File: src/rtl/dp_datapath_unit.sv
// -----------------------------------------------------------------------------
// dp_datapath_unit
//
// Datapath responder for the dedicated microprocessor's control unit. Each
// cycle the control unit presents one control word (a set of strobes). The
// datapath executes every strobe of the word on the same rising edge against
// registers X, Y and Z through an add/subtract ALU. It reports the zero status
// of Z back to the control unit.
//
// Handshake semantics (both ports):
//   A transfer happens on a rising edge where valid and ready are both high.
//   A producer holds valid and its data stable until that transfer.
//   The input port asserts ready only on a cycle where the operand is actually
//   consumed. The output port is a one-entry buffer: out_valid stays high
//   until the consumer raises out_ready.
//
// Ports:
//   clk, reset          clock; synchronous active-high reset
//   clr_x, load_x       X <= 0 (has priority) / X <= ALU result
//   load_y              Y <= in_data; only acts together with in_z
//   load_z              with in_z: Z <= in_data; without in_z: Z <= Z - 1
//   in_z                this control word consumes one input operand
//   subtract            ALU mode: 1 = X - Y, 0 = X + Y
//   stat_done           push pre-edge X into the output buffer
//   in_data/valid/ready operand input port
//   out_data/valid/ready result output port (one-entry buffer)
//   zero                1 when Z == 0
//   ovf                 sticky carry/borrow from executed load_x
//   stall               the current control word is not executed; hold it
// -----------------------------------------------------------------------------
module dp_datapath_unit #(
    parameter int WIDTH = 8
) (
    input  logic             clk,
    input  logic             reset,
    input  logic             clr_x,
    input  logic             load_x,
    input  logic             load_y,
    input  logic             load_z,
    input  logic             in_z,
    input  logic             subtract,
    input  logic             stat_done,
    input  logic [WIDTH-1:0] in_data,
    input  logic             in_valid,
    output logic             in_ready,
    output logic [WIDTH-1:0] out_data,
    output logic             out_valid,
    input  logic             out_ready,
    output logic             zero,
    output logic             ovf,
    output logic             stall
);

    logic [WIDTH-1:0] x_q, x_d;
    logic [WIDTH-1:0] y_q, y_d;
    logic [WIDTH-1:0] z_q, z_d;
    logic [WIDTH-1:0] out_data_q, out_data_d;
    logic             out_valid_q, out_valid_d;
    logic             ovf_q, ovf_d;

    logic [WIDTH:0]   alu_full;
    logic             alu_flag;
    logic             stall_in;
    logic             stall_out;
    logic             stall_w;
    logic             push;
    logic             pop;

    always_comb begin
        // The ALU is one bit wider than the registers. The top bit is the add
        // carry-out, or the subtract borrow (set exactly when X < Y).
        alu_full = subtract ? ({1'b0, x_q} - {1'b0, y_q})
                            : ({1'b0, x_q} + {1'b0, y_q});
        alu_flag = alu_full[WIDTH];

        stall_in  = in_z & ~in_valid;
        stall_out = stat_done & out_valid_q & ~out_ready;
        stall_w   = stall_in | stall_out;

        push = stat_done & ~stall_w;
        pop  = out_valid_q & out_ready;

        x_d         = x_q;
        y_d         = y_q;
        z_d         = z_q;
        ovf_d       = ovf_q;
        out_data_d  = out_data_q;
        out_valid_d = out_valid_q;

        if (!stall_w) begin
            if (clr_x) begin
                x_d   = '0;
                ovf_d = 1'b0;
            end else if (load_x) begin
                x_d = alu_full[WIDTH-1:0];
                if (alu_flag) begin
                    ovf_d = 1'b1;
                end
            end

            if (load_y && in_z) begin
                y_d = in_data;
            end

            if (load_z) begin
                if (in_z) begin
                    z_d = in_data;
                end else begin
                    z_d = z_q - WIDTH'(1);
                end
            end
        end

        // The output buffer may still drain while the word is stalled.
        if (push) begin
            out_data_d  = x_q;
            out_valid_d = 1'b1;
        end else if (pop) begin
            out_valid_d = 1'b0;
        end

        if (reset) begin
            x_d         = '0;
            y_d         = '0;
            z_d         = '0;
            ovf_d       = 1'b0;
            out_data_d  = '0;
            out_valid_d = 1'b0;
        end
    end

    always_ff @(posedge clk) begin
        x_q         <= x_d;
        y_q         <= y_d;
        z_q         <= z_d;
        ovf_q       <= ovf_d;
        out_data_q  <= out_data_d;
        out_valid_q <= out_valid_d;
    end

    // During reset nothing executes, so no stall is reported and no operand
    // is accepted.
    assign stall     = stall_w & ~reset;
    assign in_ready  = in_z & in_valid & ~stall_out & ~reset;
    assign zero      = (z_q == '0);
    assign ovf       = ovf_q;
    assign out_data  = out_data_q;
    assign out_valid = out_valid_q;

endmodule

File: config.mk
export PLATFORM = sky130hd
export DESIGN_NAME = dp_datapath_unit
export DESIGN_NICKNAME = d
export VERILOG_FILES = /design/src/rtl/dp_datapath_unit.sv
export SDC_FILE = /design/constraint.sdc
export NUM_CORES = 1
export LEC_CHECK = 0
export ABC_AREA = 1
export ABC_CLOCK_PERIOD_IN_PS = 3200
export CAP_MARGIN = 20
export CORE_MARGIN = 4
export CORE_UTILIZATION = 58
export DETAILED_ROUTE_END_ITERATION = 10
export PLACE_DENSITY = 0.95
export RECOVER_POWER = 25
export SETUP_SLACK_MARGIN = 0.1
export SYNTH_ARGS = -nofsm -noshare
export SYNTH_HDL_FRONTEND = slang
export SYNTH_SLANG_ARGS = --single-unit
File: constraint.sdc
create_clock -name clk -period 3.2 [get_ports clk]
set_input_delay 0.64 -clock clk [delete_from_list [all_inputs] [get_ports clk]]
set_output_delay 0.64 -clock clk [all_outputs]
set_load 0.1 [all_outputs]
==> results of run 1 <==
-- metrics by stage --
step	utilization (%)	std cells	total power, µW
after floorplan	-	316	865
after global placement	71.4	385	958
after detailed placement	71.4	385	976
after CTS	74.5	393	1380
after global routing	73.4	393	1470
final	73.4	393	1370
-- Yosys cell counts --
library cell	number	area share [%]
inv_1	43	7.8
a31oi_1	1	0.30
fa_1	1	0.96
buf_1	1	0.18
nor2_4	1	0.54
nand3_1	25	6.0
nor2_1	24	4.3
or2_2	1	0.30
nor3_1	1	0.24
nor2_8	1	0.96
nor4_1	2	0.60
inv_2	1	0.18
buf_2	4	0.96
inv_4	1	0.30
a21oi_1	38	9.2
xor2_1	8	3.4
xnor2_1	1	0.42
nor2_2	1	0.30
clkbuf_1	4	0.72
buf_6	1	0.54
nand2_1	85	15
o31ai_1	1	0.36
nand3b_1	2	0.72
o21ai_0	19	4.6
o211ai_1	1	0.36
nand3_2	1	0.48
ha_1	11	6.6
dfxtp_1	34	33
nand2_2	2	0.60
-- flip-flops by register name, indices dropped and copies added (netlist names) --
register and count:
x_q 8, out_valid 1, out_data 8, z_q 8, ovf 1, y_q 8
-- worst paths after layout --
kind | endpoint | slack, ns | cells after the start
worst max register to register | x_q[7] | 0.95 | 14
worst min register to register | out_data[3] | 0.47 | 2
worst min-delay path | out_data[3] | 0.47 | 2
worst max-delay path | stall | 0.43 | 6
-- cell type report --
cell class / count / area (µm²) / area share [%]
multi-input combinational: 227 / 1190 / 47.9
sequential: 34 / 681 / 27.4
timing repair buffer: 33 / 280 / 11.3
inverter: 45 / 171 / 6.89
clock inverter: 3 / 68.8 / 2.77
tap: 46 / 57.6 / 2.31
clock buffer: 5 / 37.5 / 1.51
-- metal layers --
layer	global-route usage, %	routed length, µm	part of all wire [%]
met3	6.24	315	6.7
met2	42.6	2380	50
met4	7.69	72	1.5
met1	26.8	1950	41
met5	0	0	0
-- cell families after synthesis --
logic type,Yosys count
xor gates and xnor gates,9
AOI/OAI and AO/OA,60
buffers and inverters,55
DFF,34
and+or+nand+nor,146
adders and majority gates,12
-- power by group --
part / leakage [µW] / total, µW / internal, µW / switching (µW)
clock network: 0.0000554 / 411 / 244 / 167
registers: 0.000278 / 487 / 457 / 30.0
logic: 0.000765 / 476 / 165 / 311
-- worst register-to-register path, cell delays in order, from the launching register on --
cell	delay, ns
dfxtp_1	0.33
inv_1	0.10
ha_1	0.21
nand2_1	0.12
o31ai_1	0.25
xor2_1	0.17
inv_1	0.06
ha_1	0.33
nand2_1	0.11
inv_1	0.04
a21oi_1	0.17
nand2_1	0.07
nand2_1	0.06
nand3_1	0.06
a21oi_1	0.11
==> run summary, run 1 <==
The number of global-route vias before repair is between 1.5k and 2k. The CTS tree is built. The worst setup path is launched from an input port. The largest net degree at the start of global routing came out at 25.

After filler insertion, the fill cell instance count of the layout stands at 280. Summing all placed instances gives a cell area of approximately 2400 µm². Dividing total power by cell area gives a power density of 552 nW/µm². The synthesized netlist devotes 3.79% of its cell area to XOR and XNOR gates. In the final layout, the share of cells above drive strength 1 is 7.20%. STA puts the critical path data required time at ~2.6 ns. The number of ports placed on the die boundary came out at 32. The worst setup path is of the input port to primary output kind.

Headroom to the max-slew limit came out at 22.0%. After the last flow step, the layout net total stands at 377. The critical-path cell with the highest stage delay is dlygate4sd3_1. The total of flip-flops plus latches after synthesis came out at 34. STA classifies the critical path endpoint as a primary output.

In the layout the commonest cells are nand2_1 (85), inv_1 (43), a21oi_1 (38). The run finished with clean final reports. The hold buffer count at CTS came out at 0. The post-detailed-route wirelength per cell is 12.0 µm. The number of rows created at floorplan came out at 21. The total overflow reported by the global router is 0. Derived from the worst setup path, the maximum achievable clock frequency is 0.361 GHz. The worst hold path belongs to the class flop to flop. The unique cell type count in the Yosys netlist came out at 29. The area of the mapped netlist came out at 2080 µm². The most common cell after layout, fill and taps aside is nand2_1. The detail route stage leaves a number of antenna-violating nets equal to 0. The number of antenna violations at the first check in global routing is 0. The mean cell area of the mapped netlist is 6.58 µm². The width of the chip is 67.9 µm.

The placeable core region came out at 3390 µm². The post-synthesis compound-gate area fraction is 14.8%. The number of nets in the synthesized netlist is 347. The tightest hold path in the finished design has a slack of 0.470 ns. Dividing the detail-routed via count by the number of cells gives 5.30. The half-perimeter wire length after placement came out at 3.61 mm.

The max-slew violation total from the final report came to 0. The number of gates resized after cts is 0. The global router's overall resource usage came out at 23.6%. The clock root buffer is clkbuf_4. The delay of the slowest cell on the worst path came out at 0.76 ns.

By area, the combinational part of the netlist is dominated by simple AND/OR/NAND/NOR gates. In this run the number of H-tree levels came out at 2. Before CTS, the worst setup slack after placement is 0.441 ns.

The critical path goes through dlygate4sd3_1 -> nand3_1 -> nand2_2 -> inv_2 -> nor2_2 -> buf_12. The number of instances in the synthesized netlist came out at 316. The die area is 4600 µm².

The post-route cell area is 2490 µm². Summing the sequential cell areas from Yosys gives 32.8% of the chip area. The measured slew at the worst slew-check pin came out at roughly 1.2 ns. The post-layout worst setup margin is 0.430 ns. Measured along the y axis, the die boundary spans 67.9 µm. The routed wire length is 4.72 mm.

Across the run, the number of max-cap violations was 0. In the routed design, unresolved DRC markers number 0. The via count came out at between 2k and 2.5k. The last weighted congestion value of the routability-driven placer came out at about 0.87. The adder-cell share of the synthesized area came out at under 10%. Together, buffers and inverters on the worst path number 3. The maximum fanout count along the critical path is 13.

The final setup violation count is 0. The final sum of negative setup slack came out at 0 ns. For the finished layout, the period the worst path requires is around 2.8 ns. The area fraction in and, or, nand and nor cells after synthesis is 30.5%. The final number of hold-violating endpoints is 0. The number of port buffers is 31. The starting density of the core came out at around 61%. The post-synthesis to final-layout area growth is 19.7%.

The buffers inserted during post-CTS setup optimization came out at 0. The count of antenna diodes in the layout came out at 0. The family with the most delay on the worst path is buffers and inverters. Setup repair after global routing left no endpoint under its margin. The worst path uses approximately 87% of the clock period. The clock net in this run drives a total of 34 sinks. The count of warnings emitted by yosys came out at 0. The clock transition at the registers of the reported paths is 0.12 ns. The clock tree buffer depth is 2. The number of clock buffers added by TritonCTS is 5.

The signal arrival time at the worst endpoint came out at 2.13 ns. The first detailed-routing pass took 4 iterations. The first-pass GRT wire length is 8.22 mm. The critical path starts at stat_done. The number of DRC violations after detailed-routing iteration 0 came out at 144. The final worst clock skew came out at 0.0158 ns. The hold path startpoint is out_data[3]. Multiplexer cells account for 0% of the synthesized area.

The largest vdd supply drop came out at roughly 0.25 mV. The clock latency reported for the late side of the worst-skew pair is 0.36 ns. The analysis attributes to cell leakage a power of roughly 0.0011 µW.

The start of the worst register-to-register path is y_q[0].
Power figures use the tool's default switching activity.
==> inputs of run 2 (changes only) <==
--- a/config.mk
+++ b/config.mk
@@ -9,9 +9,9 @@
 export ABC_CLOCK_PERIOD_IN_PS = 3200
 export CAP_MARGIN = 20
 export CORE_MARGIN = 4
-export CORE_UTILIZATION = 58
+export CORE_UTILIZATION = 55
 export DETAILED_ROUTE_END_ITERATION = 10
-export PLACE_DENSITY = 0.95
+export PLACE_DENSITY = 0.91
 export RECOVER_POWER = 25
 export SETUP_SLACK_MARGIN = 0.1
 export SYNTH_ARGS = -nofsm -noshare
==> run 2 against run 1 <==
Net effect: die area grew 4.8%; worst setup slack gained 0.023 ns; clock skew shrank 0.011 ns; fmax grew 0.85%; highest routed layer unchanged.
==> run summary, run 2 (same netlist as run 1, synthesis figures left out) <==
The half-perimeter wire length after placement is 3.75 mm (was 3.61 mm). The starting density of the core came to 56.8% (was 61.3%). The post-route fraction of the period consumed by the critical path is 85.8% (was 86.6%). The average via count per standard cell is 5.16 (was 5.30). The CTS tree is built (unchanged). The number of fill cells in the layout is 326 (was 280). The die area came out at 4830 µm² (was 4600 µm²). The number of design rule violations left after detail routing was 0 (unchanged).

The highest clock rate is 0.364 GHz (was 0.361 GHz). The routed wire length came to 4.81 mm (was 4.72 mm). The classification of the worst-slack hold path is flop to flop (unchanged). The width of the chip came out at 69.5 µm (was 67.9 µm). The power density over the cells is 575 nW/µm² (was 552 nW/µm²). The post-synthesis to final-layout area growth came out at 21.7% (was 19.7%).

The total overflow reported by the global router came out at 0 (unchanged). The largest net degree at the start of global routing came out at 25 (unchanged). The global router's overall resource usage came out at 21.0% (was 23.6%). The largest vdd supply drop came out at 0.308 mV (was 0.254 mV). The clock tree buffer depth is 2 (unchanged).

The count of H-tree levels built during CTS came out at 2 (unchanged). The critical-path cell with the highest stage delay is dlygate4sd3_1 (unchanged). The type of origin of the critical path is an input port (unchanged). The layout cell share with drive strength beyond 1 is 7.47% (was 7.20%). The max-slew violation total from the final report is 0 (unchanged). The maximum fanout count along the critical path is 13 (unchanged). The hold buffer count at CTS is 0 (unchanged).

The signal arrival time at the worst endpoint is 2.11 ns (was 2.13 ns). The number of gates resized after cts came to 0 (unchanged). The vertical extent of the die came to 69.5 µm (was 67.9 µm). The family with the most delay on the worst path was buffers and inverters (unchanged). The critical path required time came out at 2.56 ns (about the same).

RSZ-0062 raised after global routing: false (unchanged). The clock sink count is 34 (unchanged). The clock transition at the registers of the reported paths came out at 0.07 ns (was 0.12 ns).

The normalized max-slew margin was 21.8% (was 22.0%). The count of antenna diodes in the layout is 0 (unchanged). The post-layout minimum cycle time is 2.75 ns (was 2.77 ns).

The via count came out at 2,044 (was 2,084). The final setup violation count came out at 0 (unchanged). The final number of hold-violating endpoints came out at 0 (unchanged). The final worst clock skew came out at 0.00443 ns (was 0.0158 ns).

The overall power after layout is 1450 µW (was 1370 µW). The buffers inserted during post-CTS setup optimization is 0 (unchanged). The most common cell after layout, fill and taps aside is nand2_1 (unchanged). The delay of the slowest cell on the worst path is 0.74 ns (was 0.76 ns). The net count reported at finish is 378 (was 377). The number of buffers created by CTS came out at 5 (unchanged).

Run status: completed (unchanged). Series of cell instances along the critical path: dlygate4sd3_1 -> nand3_1 -> nand2_2 -> inv_2 -> nor2_2 -> buf_12 (unchanged). The count of antenna-violating nets left after detailed routing came out at 0 (unchanged). The minimum setup slack after placement is 0.480 ns (was 0.441 ns). The measured slew at the worst slew-check pin is 1.18 ns (about the same).

The number of global-route vias before repair was 1,961 (was 1,938). The post-detailed-route wirelength per cell is 12.2 µm (was 12.0 µm). The number of ports placed on the die boundary was 32 (unchanged). The number of DRC violations after detailed-routing iteration 0 was 117 (was 144). The count of TritonRoute iterations in the first routing pass is 4 (unchanged). The number of rows created at floorplan came out at 22 (was 21). The leakage component of the power came out at 0.00112 µW (was 0.00110 µW).

The first-pass GRT wire length came to 8.42 mm (was 8.22 mm). The number of violations of the max-capacitance limit is 0 (unchanged). The number of buffers and inverters on the critical path came to 3 (unchanged). The last weighted congestion value of the routability-driven placer is 0.856 (was 0.874).

The clock latency reported for the late side of the worst-skew pair is 0.30 ns (was 0.36 ns). The clock root buffer is clkbuf_8 (was clkbuf_4). The worst hold-check slack is 0.448 ns (was 0.470 ns).

The endpoint type of the worst setup path is a primary output (unchanged). The post-layout worst setup margin came out at 0.453 ns (was 0.430 ns). The number of antenna violations at the first check in global routing is 0 (unchanged). The placeable core region is 3660 µm² (was 3390 µm²). Commonest non-fill, non-tap cells in the layout: nand2_1 (85), inv_1 (43), a21oi_1 (38) (unchanged).

The critical setup path kind is input port to primary output (unchanged). The number of port buffers came to 31 (unchanged).
-- run 2: changes by cell type in the layout (fill, tap and decap cells not counted), sizes merged --
cell,previous run,this run
buf,5,6
-- run 2: area by class of cell --
cell class / instances / area [µm²] / share of cell area (%)
multi-input combinational: 227 / 1190 / 47.1
inverter: 45 / 171 / 6.78
tap: 48 / 60.1 / 2.38
clock inverter: 3 / 68.8 / 2.72
sequential: 34 / 681 / 26.9
clock buffer: 5 / 68.8 / 2.72
timing repair buffer: 34 / 288 / 11.4
-- run 2: per-layer routing --
metal  part of all wire, %  vias up  global-route usage, %  routed length [µm]
met5                     0        -                      0                   0
li1                      -     1066                      -                   -
met2                    49       50                   38.3                2380
met4                   1.7        0                   6.94                  83
met1                    44      917                   23.3                2100
met3                   5.2       11                   5.80                 251
-- run 2: worst paths after layout --
path	start	to	slack (ns)	depth (start not counted)
min	ovf	ovf	0.45	2
min reg2reg	ovf	ovf	0.45	2
max reg2reg	y_q[1]	ovf	0.90	14
max	stat_done	stall	0.45	6
-- run 2: tightest hold or removal path, stage by stage, from the launching register on --
cell     delay, ns
dfxtp_1       0.31
inv_1         0.04
a21oi_1       0.05
-- run 2: power by group --
part           switching, µW  internal [µW]  total, µW
sequential              30.3            457        487
combinational            313            166        479
clock                    175            312        487
total                    518            935       1450
-- run 2: per-stage QoR --
stage | utilization (%) | cells | cell area (µm²) | setup TNS, ns
2_1_floorplan | - | 316 | 2090 | -0.150
3_3_place_gp | 66.3 | 388 | 2430 | 0
3_5_place_dp | 66.3 | 388 | 2430 | 0
4_1_cts | 70.1 | 396 | 2570 | 0
5_1_grt | 69.1 | 396 | 2530 | 0
6_report | 69.1 | 396 | 2530 | 0
